$ cat src/rtl/jstk_xfer_sched.sv
// Frame scheduler for the PmodJSTK SPI engine. It arbitrates between periodic position polls
// and on-demand RGB updates, enforces an inter-frame gap and times out lost responses.
module jstk_xfer_sched #(
  parameter int unsigned POLL_CYCLES    = 120000,
  parameter int unsigned GAP_CYCLES     = 120,
  parameter int unsigned TIMEOUT_CYCLES = 4096,
  parameter logic [7:0]  LED_CMD        = 8'h84,
  parameter logic [7:0]  POLL_CMD       = 8'hC0
) (
  input  logic        clk_i,
  input  logic        reset_n_i,
  input  logic        color_valid_i,
  output logic        color_ready_o,
  input  logic [23:0] color_rgb_i,
  output logic        xfer_valid_o,
  input  logic        xfer_ready_i,
  output logic [39:0] xfer_data_o,
  input  logic        rsp_valid_i,
  input  logic [39:0] rsp_data_i,
  output logic        sample_valid_o,
  output logic [9:0]  position_x_o,
  output logic [9:0]  position_y_o,
  output logic [1:0]  buttons_o,
  output logic        timeout_o,
  output logic [7:0]  err_count_o
);

  localparam int unsigned PW = (POLL_CYCLES > 1) ? $clog2(POLL_CYCLES) : 1;
  localparam int unsigned GW = (GAP_CYCLES > 1) ? $clog2(GAP_CYCLES) : 1;
  localparam int unsigned TW = (TIMEOUT_CYCLES > 1) ? $clog2(TIMEOUT_CYCLES) : 1;

  localparam logic [PW-1:0] POLL_LAST = PW'(POLL_CYCLES - 1);
  localparam logic [GW-1:0] GAP_LAST  = GW'(GAP_CYCLES - 1);
  localparam logic [TW-1:0] TMO_LAST  = TW'(TIMEOUT_CYCLES - 1);

  typedef enum logic [1:0] {
    IDLE,
    ISSUE,
    WAIT_RSP,
    GAP
  } state_t;

  state_t        state;
  logic [PW-1:0] poll_cnt;
  logic [GW-1:0] gap_cnt;
  logic [TW-1:0] tmo_cnt;
  logic          poll_pending;
  logic          color_pending;
  logic [23:0]   color_rgb;
  logic          last_grant_led;
  logic          poll_tick;
  logic          color_acc;
  logic          pick_led;

  always_comb begin
    poll_tick     = (poll_cnt == POLL_LAST);
    color_ready_o = !color_pending;
    color_acc     = color_valid_i && !color_pending;
    // With both requests pending, the source not served last time wins.
    pick_led      = color_pending && !(poll_pending && last_grant_led);
  end

  always_ff @(posedge clk_i) begin
    if (!reset_n_i) begin
      poll_cnt <= '0;
    end else if (poll_tick) begin
      poll_cnt <= '0;
    end else begin
      poll_cnt <= poll_cnt + 1'b1;
    end
  end

  always_ff @(posedge clk_i) begin
    if (!reset_n_i) begin
      state          <= IDLE;
      gap_cnt        <= '0;
      tmo_cnt        <= '0;
      poll_pending   <= 1'b0;
      color_pending  <= 1'b0;
      color_rgb      <= '0;
      last_grant_led <= 1'b0;
      xfer_valid_o   <= 1'b0;
      xfer_data_o    <= '0;
      sample_valid_o <= 1'b0;
      position_x_o   <= '0;
      position_y_o   <= '0;
      buttons_o      <= '0;
      timeout_o      <= 1'b0;
      err_count_o    <= '0;
    end else begin
      sample_valid_o <= 1'b0;
      timeout_o      <= 1'b0;

      if (color_acc) begin
        color_pending <= 1'b1;
        color_rgb     <= color_rgb_i;
      end

      case (state)
        IDLE: begin
          if (poll_pending || color_pending) begin
            last_grant_led <= pick_led;
            xfer_data_o    <= pick_led ? {LED_CMD, color_rgb, 8'h00} : {POLL_CMD, 32'h0};
            xfer_valid_o   <= 1'b1;
            state          <= ISSUE;
          end
        end
        ISSUE: begin
          if (xfer_ready_i) begin
            xfer_valid_o <= 1'b0;
            if (last_grant_led) begin
              color_pending <= 1'b0;
            end else begin
              poll_pending <= 1'b0;
            end
            tmo_cnt <= '0;
            state   <= WAIT_RSP;
          end
        end
        WAIT_RSP: begin
          if (rsp_valid_i) begin
            position_x_o   <= {rsp_data_i[9:8], rsp_data_i[23:16]};
            position_y_o   <= {rsp_data_i[25:24], rsp_data_i[39:32]};
            buttons_o      <= rsp_data_i[1:0];
            sample_valid_o <= 1'b1;
            gap_cnt        <= '0;
            state          <= GAP;
          end else if (tmo_cnt == TMO_LAST) begin
            timeout_o <= 1'b1;
            if (err_count_o != 8'hFF) begin
              err_count_o <= err_count_o + 1'b1;
            end
            gap_cnt <= '0;
            state   <= GAP;
          end else begin
            tmo_cnt <= tmo_cnt + 1'b1;
          end
        end
        GAP: begin
          if (gap_cnt == GAP_LAST) begin
            state <= IDLE;
          end else begin
            gap_cnt <= gap_cnt + 1'b1;
          end
        end
        default: state <= IDLE;
      endcase

      // A poll tick coinciding with acceptance of the previous poll re-arms the request.
      if (poll_tick) begin
        poll_pending <= 1'b1;
      end
    end
  end

endmodule

$ cat config.mk
export PLATFORM = sky130hd
export DESIGN_NAME = jstk_xfer_sched
export DESIGN_NICKNAME = d
export VERILOG_FILES = /design/src/rtl/jstk_xfer_sched.sv
export SDC_FILE = /design/constraint.sdc
export NUM_CORES = 1
export LEC_CHECK = 0
export CORE_UTILIZATION = 44
export DETAILED_ROUTE_END_ITERATION = 7
export GPL_TIMING_DRIVEN = 0
export PLACE_DENSITY_LB_ADDON = 0.12
export SLEW_MARGIN = 20
export SYNTH_ARGS = -nofsm -noshare
export SYNTH_HDL_FRONTEND = slang
export SYNTH_SLANG_ARGS = --single-unit
$ cat constraint.sdc
create_clock -name clk_i -period 1.7 [get_ports clk_i]
set_clock_uncertainty 0.1 [all_clocks]
set_input_delay 0.255 -clock clk_i [delete_from_list [all_inputs] [get_ports clk_i]]
set_output_delay 0.255 -clock clk_i [all_outputs]
set_load 0.02 [all_outputs]
# After elaboration in Yosys (flattened, before gate mapping)

Cells that the tools add are included.

Bitwise operators: 3
Reduce and logical (&&, ||, !) cells: 23
Muxes and demuxes: 28
$add $sub $neg: 4
Eq/ne operators: 15

Operators with widths:

| cell                                          | number |
|---|---|
| 2-to-1 mux 39 bit                             | 1 |
| 2-to-1 mux 12 bit                             | 3 |
| case mux 12 bit (2 select lines)              | 1 |
| 2-to-1 mux 7 bit                              | 3 |
| adder 17 x 1 -> 17 bit, second input constant | 1 |
| equality test 17 bit, second input constant   | 1 |
| case mux 7 bit (2 select lines)               | 1 |
| adder 12 x 1 -> 12 bit, second input constant | 1 |
| equality test 12 bit, second input constant   | 1 |
| 2-to-1 mux 1 bit                              | 12 |
| inequality test 2 bit, second input constant  | 6 |
| AND reduction 4 bit                           | 3 |
| 2-to-1 mux 2 bit                              | 5 |
| nonzero test 2 bit                            | 5 |
| AND reduction 3 bit                           | 3 |
| adder 8 x 1 -> 8 bit, second input constant   | 1 |
| inequality test 8 bit, second input constant  | 1 |
| case mux 2 bit (4 select lines)               | 1 |
| adder 7 x 1 -> 7 bit, second input constant   | 1 |
| equality test 7 bit, second input constant    | 1 |
| AND reduction 2 bit                           | 3 |
| equality test 2 bit, second input constant    | 2 |
| logical AND 1 bit                             | 3 |
| inequality test 3 bit, second input constant  | 1 |
| other kinds (9)                               | 12 |

Output and inout port bits: 74
Input port bits: 69
Bits in registers: 138
Word-level logic and storage cells: 89

# Depth between registers and ports, before layout

Depth after elaboration: 6
Depth in mapped cells: 7
Mapped depth without buffers: 6

# Worst setup path after synthesis

No wires, ideal clock.

Kind: flip-flop to flip-flop
From: reg state[0]
To: reg tmo_cnt[6]
Arrival: 1.704 ns
Setup slack: -0.175 ns
Required time: 1.529 ns
Setup time: 0.071 ns
Cell stages (with the launch flop): 8
Period minus slack after synthesis: 1.875 ns
Cells stage by stage: dfxtp_1 inv_1 ha_1 buf_2 nand2_1 nand3_1 or4_1 a21oi_1

Longest elaborated chain between the ends: 3
Elaborated cells between the ends (all ways): 8
Classes of those cells: 5 x eq/ne; 1 x mux; 2 x reduce/logical

Ends and longest elaborated chain:

| item                                                                         | line | text |
|---|---|---|
| start: declaration                                                           | 43   | `state_t state;` |
| start signal: assignment                                                     | 75   | `state <= IDLE;` |
| start signal: assignment                                                     | 105  | `state <= ISSUE;` |
| start signal: assignment                                                     | 117  | `state <= WAIT_RSP;` |
| equality test 2 bit / equality test 2 x 1 -> 1 bit (equally long branches)   | 99   | `case (state)` |
| inequality test 2 bit (no line) / nonzero test 2 bit (equally long branches) | n/a  |  |
| AND reduction 4 bit (no line)                                                | n/a  |  |
| end signal: assignment                                                       | 136  | `tmo_cnt <= tmo_cnt + 1'b1;` |
| end: declaration                                                             | 46   | `logic [TW-1:0] tmo_cnt;` |

Several ways; a longest one is shown, not always the timed one.
A chain may end at the register's enable or synchronous reset.

# Worst setup path in the final report

From: reg state[1]
To: reg tmo_cnt[6]

The elaborated chain is that of the path after synthesis.

==> qor.json <==
{
  "critical_path": {
    "cp-end-kind": "register",
    "reg2reg_to": "tmo_cnt[6]$_SDFFE_PN0P_",
    "setup.worst_path.class": "reg2reg",
    "ff2ff_path_depth": 6,
    "critical_path.max_fanout": 6,
    "cp-start-kind": "register",
    "regToRegSetupSlack_ps": -110,
    "regToRegStartpoint": "state[1]$_SDFFE_PN0P_",
    "worstPathArrival_ps": 2050,
    "worst_ep_required_time_ps": 1940
  },
  "run_status": {
    "failed_checks": "design-rule violations, negative setup slack",
    "run_status": "finished with violations"
  },
  "cts": {
    "worst_setup_hold_path_clk_slew_ps": 60,
    "clkSinkCount": 124,
    "clk_latency_ps": 410,
    "clock_tree_from_tritoncts": "done",
    "clock_tree.buffer_depth": 2,
    "cts_inserted_buffers": 17,
    "postCtsHoldBufs": 0,
    "clock_tree.htree_level_count": 4,
    "cts-root-buf": "sky130_fd_sc_hd__clkbuf_16"
  },
  "timing": {
    "layout_worst_path_cycle_share_pct": 106.5,
    "slew_headroom_pct": 55.16,
    "max_slew_violation_count": 0,
    "timing.hold.ws_ps": 170.8,
    "setup_repair_after_global_routing_missed_its_margin": "yes",
    "maxClockFrequency_mhz": 552.4,
    "setup_viol": 14,
    "layout_min_cycle_time_ps": 1810,
    "transition_at_the_pin_with_the_smallest_max_transition_slack_ps": 672.6,
    "setup_tns_ps": -390.5,
    "final_report_hold_violation_count": 0,
    "timing.final.ws_setup_ps": -110.1
  },
  "flow_run": {
    "max-cap-violations": 0
  },
  "detailed_routing": {
    "first_pass_iteration_count_of_the_detailed_router": 7,
    "route.detailed.wl_per_inst_um": 16.46,
    "routed_wl_mm": 15.40,
    "avgViaCountPerCell": 5.517,
    "routed-via-count": 5164,
    "drc_errors": 36,
    "dr.first_iter.drc_count": 370,
    "drt.antenna.violating_nets": 0
  },
  "grt": {
    "antenna_found_initial": 0,
    "gr-usage-met1_pct": 30.33,
    "global_route.usage.total_pct": 24.31,
    "grt_max_degree": 17,
    "grt.busiest_layer": "met2",
    "first_pass_grt_wire_length_mm": 24.03,
    "first_global_vias": 4859,
    "groute.layer.met3.usage_pct": 5.631,
    "grt_overflow_total": 0,
    "globalRouteMet2Util_pct": 40.71
  },
  "floorplan": {
    "ioPinCount": 143,
    "fp.dieH_um": 111.2,
    "die_width_um": 111.2,
    "die-area_mm2": 0.01238,
    "core_area_mm2": 0.01152,
    "floorplan.initialDensity_pct": 45.60,
    "std_cell_rows": 39
  },
  "min_path": {
    "min_to": "gap_cnt[0]$_SDFFE_PN0P_",
    "origin_of_the_worst_min_delay_path": "reset_n_i",
    "hold_path.class": "in2reg",
    "min_delay_path_depth": 3
  },
  "power": {
    "peakVddDrop_mv": 0.5875,
    "share_clk_of_total_power_pct": 41.2,
    "power_density_mw_per_mm2": 1104,
    "p_seq_share_pct": 37.6,
    "cell_internal_pwr_uw": 6082,
    "power.share.switching_pct": 28.84,
    "pwr-share-comb_pct": 21.1,
    "p_switching_uw": 2465,
    "total_leakage_power_uw": 0.003123
  },
  "synth": {
    "synth_sequential_area_ratio_pct": 47.27,
    "post_synth_num_cell_types": 58,
    "synth_area_mm2": 0.005251,
    "synth-seq-cells": 124,
    "synth_enable_flop_cells": 0,
    "post_synthesis_instance_total": 622,
    "synth_async_sr_flop_share_pct": 0,
    "yosys_warning_total": 0,
    "syn_avg_cell_area_um2": 8.443,
    "synth_ff_type": "sky130_fd_sc_hd__dfxtp_1"
  },
  "placed_design": {
    "numPortBuffers": 110,
    "final_hpwl_dp_mm": 10.29,
    "finalWeightedCongestion": 0.8325
  },
  "layout": {
    "n_antenna_cell": 0,
    "area_growth_syn_to_layout_pct": 47.39,
    "final_nets": 857,
    "fill_cells": 958,
    "drive_gt1_share_pct": 21.82
  }
}
[power by group through the flow]
| stage | sequential (µW) | combinational, µW | clock (µW) |
|---|---|---|---|
| after floorplan | 3350 | 823 | 0 |
| after global placement | 3260 | 1470 | 0 |
| after detailed placement | 3270 | 1500 | 0 |
| after CTS | 3210 | 1640 | 3550 |
| after global routing | 3240 | 1930 | 3690 |
| final | 3220 | 1810 | 3520 |
[kinds of logic after synthesis]
kind of cell	share of synthesized area [%]
compound gates	17.97
simple gates	24.40
mux	0.7863
flops	47.27
fa+ha+maj	1.906
buf+inv	5.599
xor+xnor	2.001
other cells	0.07141
[worst max-delay path by stage]
stage / from / endpoint
CTS: state[0]$_SDFFE_PN0P_ / tmo_cnt[6]$_SDFFE_PN0P_
finish: state[1]$_SDFFE_PN0P_ / tmo_cnt[6]$_SDFFE_PN0P_
floorplan: state[0]$_SDFFE_PN0P_ / tmo_cnt[6]$_SDFFE_PN0P_
detailed placement: state[1]$_SDFFE_PN0P_ / xfer_data_o[16]$_SDFFE_PN0P_
global route: state[0]$_SDFFE_PN0P_ / tmo_cnt[6]$_SDFFE_PN0P_
global placement: rsp_valid_i / err_count_o[5]$_SDFFE_PN0P_
[cells in the mapped netlist (all sizes together), types with 10 or more instances]
cell type	number	area (µm²)
dfxtp	124	2482
a22oi	27	202.7
or3	12	75.07
nand2	123	461.7
nor2	48	180.2
and4	10	90.09
o21ai	14	70.06
a21oi	64	320.3
nand4	16	115.1
nand3	15	75.07
clkbuf	31	116.4
buf	20	143.9
[cell type report]
class / instances / area, µm² / area share [%]
clock buffers: 21 / 460.4 / 5.949
flip-flops and latches: 124 / 2524 / 32.61
repair buffers: 128 / 1171 / 15.13
inverters: 9 / 33.78 / 0.4365
clock inverters: 11 / 117.6 / 1.520
multi-input cells: 450 / 2909 / 37.58
plain buffers: 50 / 345.3 / 4.462
well taps: 143 / 178.9 / 2.312
[per-stage QoR]
step	utilization [%]	instances	area (µm²)	setup slack (ps)	power, µW
floorplan	-	634	5356	3.552	4176
global placement	57.63	887	6636	-420.4	4730
detailed placement	57.63	887	6636	-497.7	4768
CTS	64.44	931	7421	-60.68	8402
global route	67.21	936	7740	-159.8	8856
finish	67.21	936	7740	-110.1	8546
[sequential cells by signal, summed over array words and instances (netlist names)]
name,count
tmo_cnt,12
xfer_data_o,27
color_rgb,24
gap_cnt,7
color_pending,1
timeout_o,1
position_y_o,10
poll_pending,1
poll_cnt,17
buttons_o,2
state,2
xfer_valid_o,1
sample_valid_o,1
position_x_o,10
err_count_o,8
[critical path, cell delays in order (launching register included)]
cell and delay (ps):
sky130_fd_sc_hd__dfxtp_4 370, sky130_fd_sc_hd__inv_1 90, sky130_fd_sc_hd__ha_4 190, sky130_fd_sc_hd__mux2_4 250
sky130_fd_sc_hd__nand3_4 120, sky130_fd_sc_hd__or4_1 490, sky130_fd_sc_hd__a21oi_1 130
[metal layers]
layer / vias to the layer above / part of all wire [%]
met3: 21 / 6.7
met5: - / 0
met4: 0 / 1.6
met2: 193 / 48
li1: 2497 / -
met1: 2453 / 44
[placed cells by master, fill, tap and decap left out, types with 6 or more instances in the layout]
| cell | n |
|---|---|
| sky130_fd_sc_hd__clkbuf_16 | 17 |
| sky130_fd_sc_hd__a21oi_2 | 7 |
| sky130_fd_sc_hd__or3_1 | 9 |
| sky130_fd_sc_hd__a21oi_1 | 56 |
| sky130_fd_sc_hd__dfxtp_2 | 18 |
| sky130_fd_sc_hd__buf_4 | 35 |
| sky130_fd_sc_hd__inv_1 | 8 |
| sky130_fd_sc_hd__clkbuf_2 | 9 |
| sky130_fd_sc_hd__nor2_1 | 48 |
| sky130_fd_sc_hd__nand4_1 | 15 |
| sky130_fd_sc_hd__conb_1 | 13 |
| sky130_fd_sc_hd__o21ai_0 | 8 |
| sky130_fd_sc_hd__a22oi_1 | 26 |
| sky130_fd_sc_hd__dlygate4sd2_1 | 58 |
| sky130_fd_sc_hd__nand2_1 | 120 |
| sky130_fd_sc_hd__dfxtp_1 | 101 |
| sky130_fd_sc_hd__xor2_1 | 7 |
| sky130_fd_sc_hd__o22ai_1 | 6 |
| sky130_fd_sc_hd__nand3_1 | 10 |
| sky130_fd_sc_hd__clkbuf_1 | 14 |
| sky130_fd_sc_hd__clkdlybuf4s50_1 | 49 |
[repair_timing]
item / CTS / global route
endpoints found under the setup margin: 147 / 104
cloned: 2 / 0
pin swaps: 19 / 19
gates resized for setup: 112 / 101
setup buffers: 11 / 6
Power figures use the tool's default switching activity.
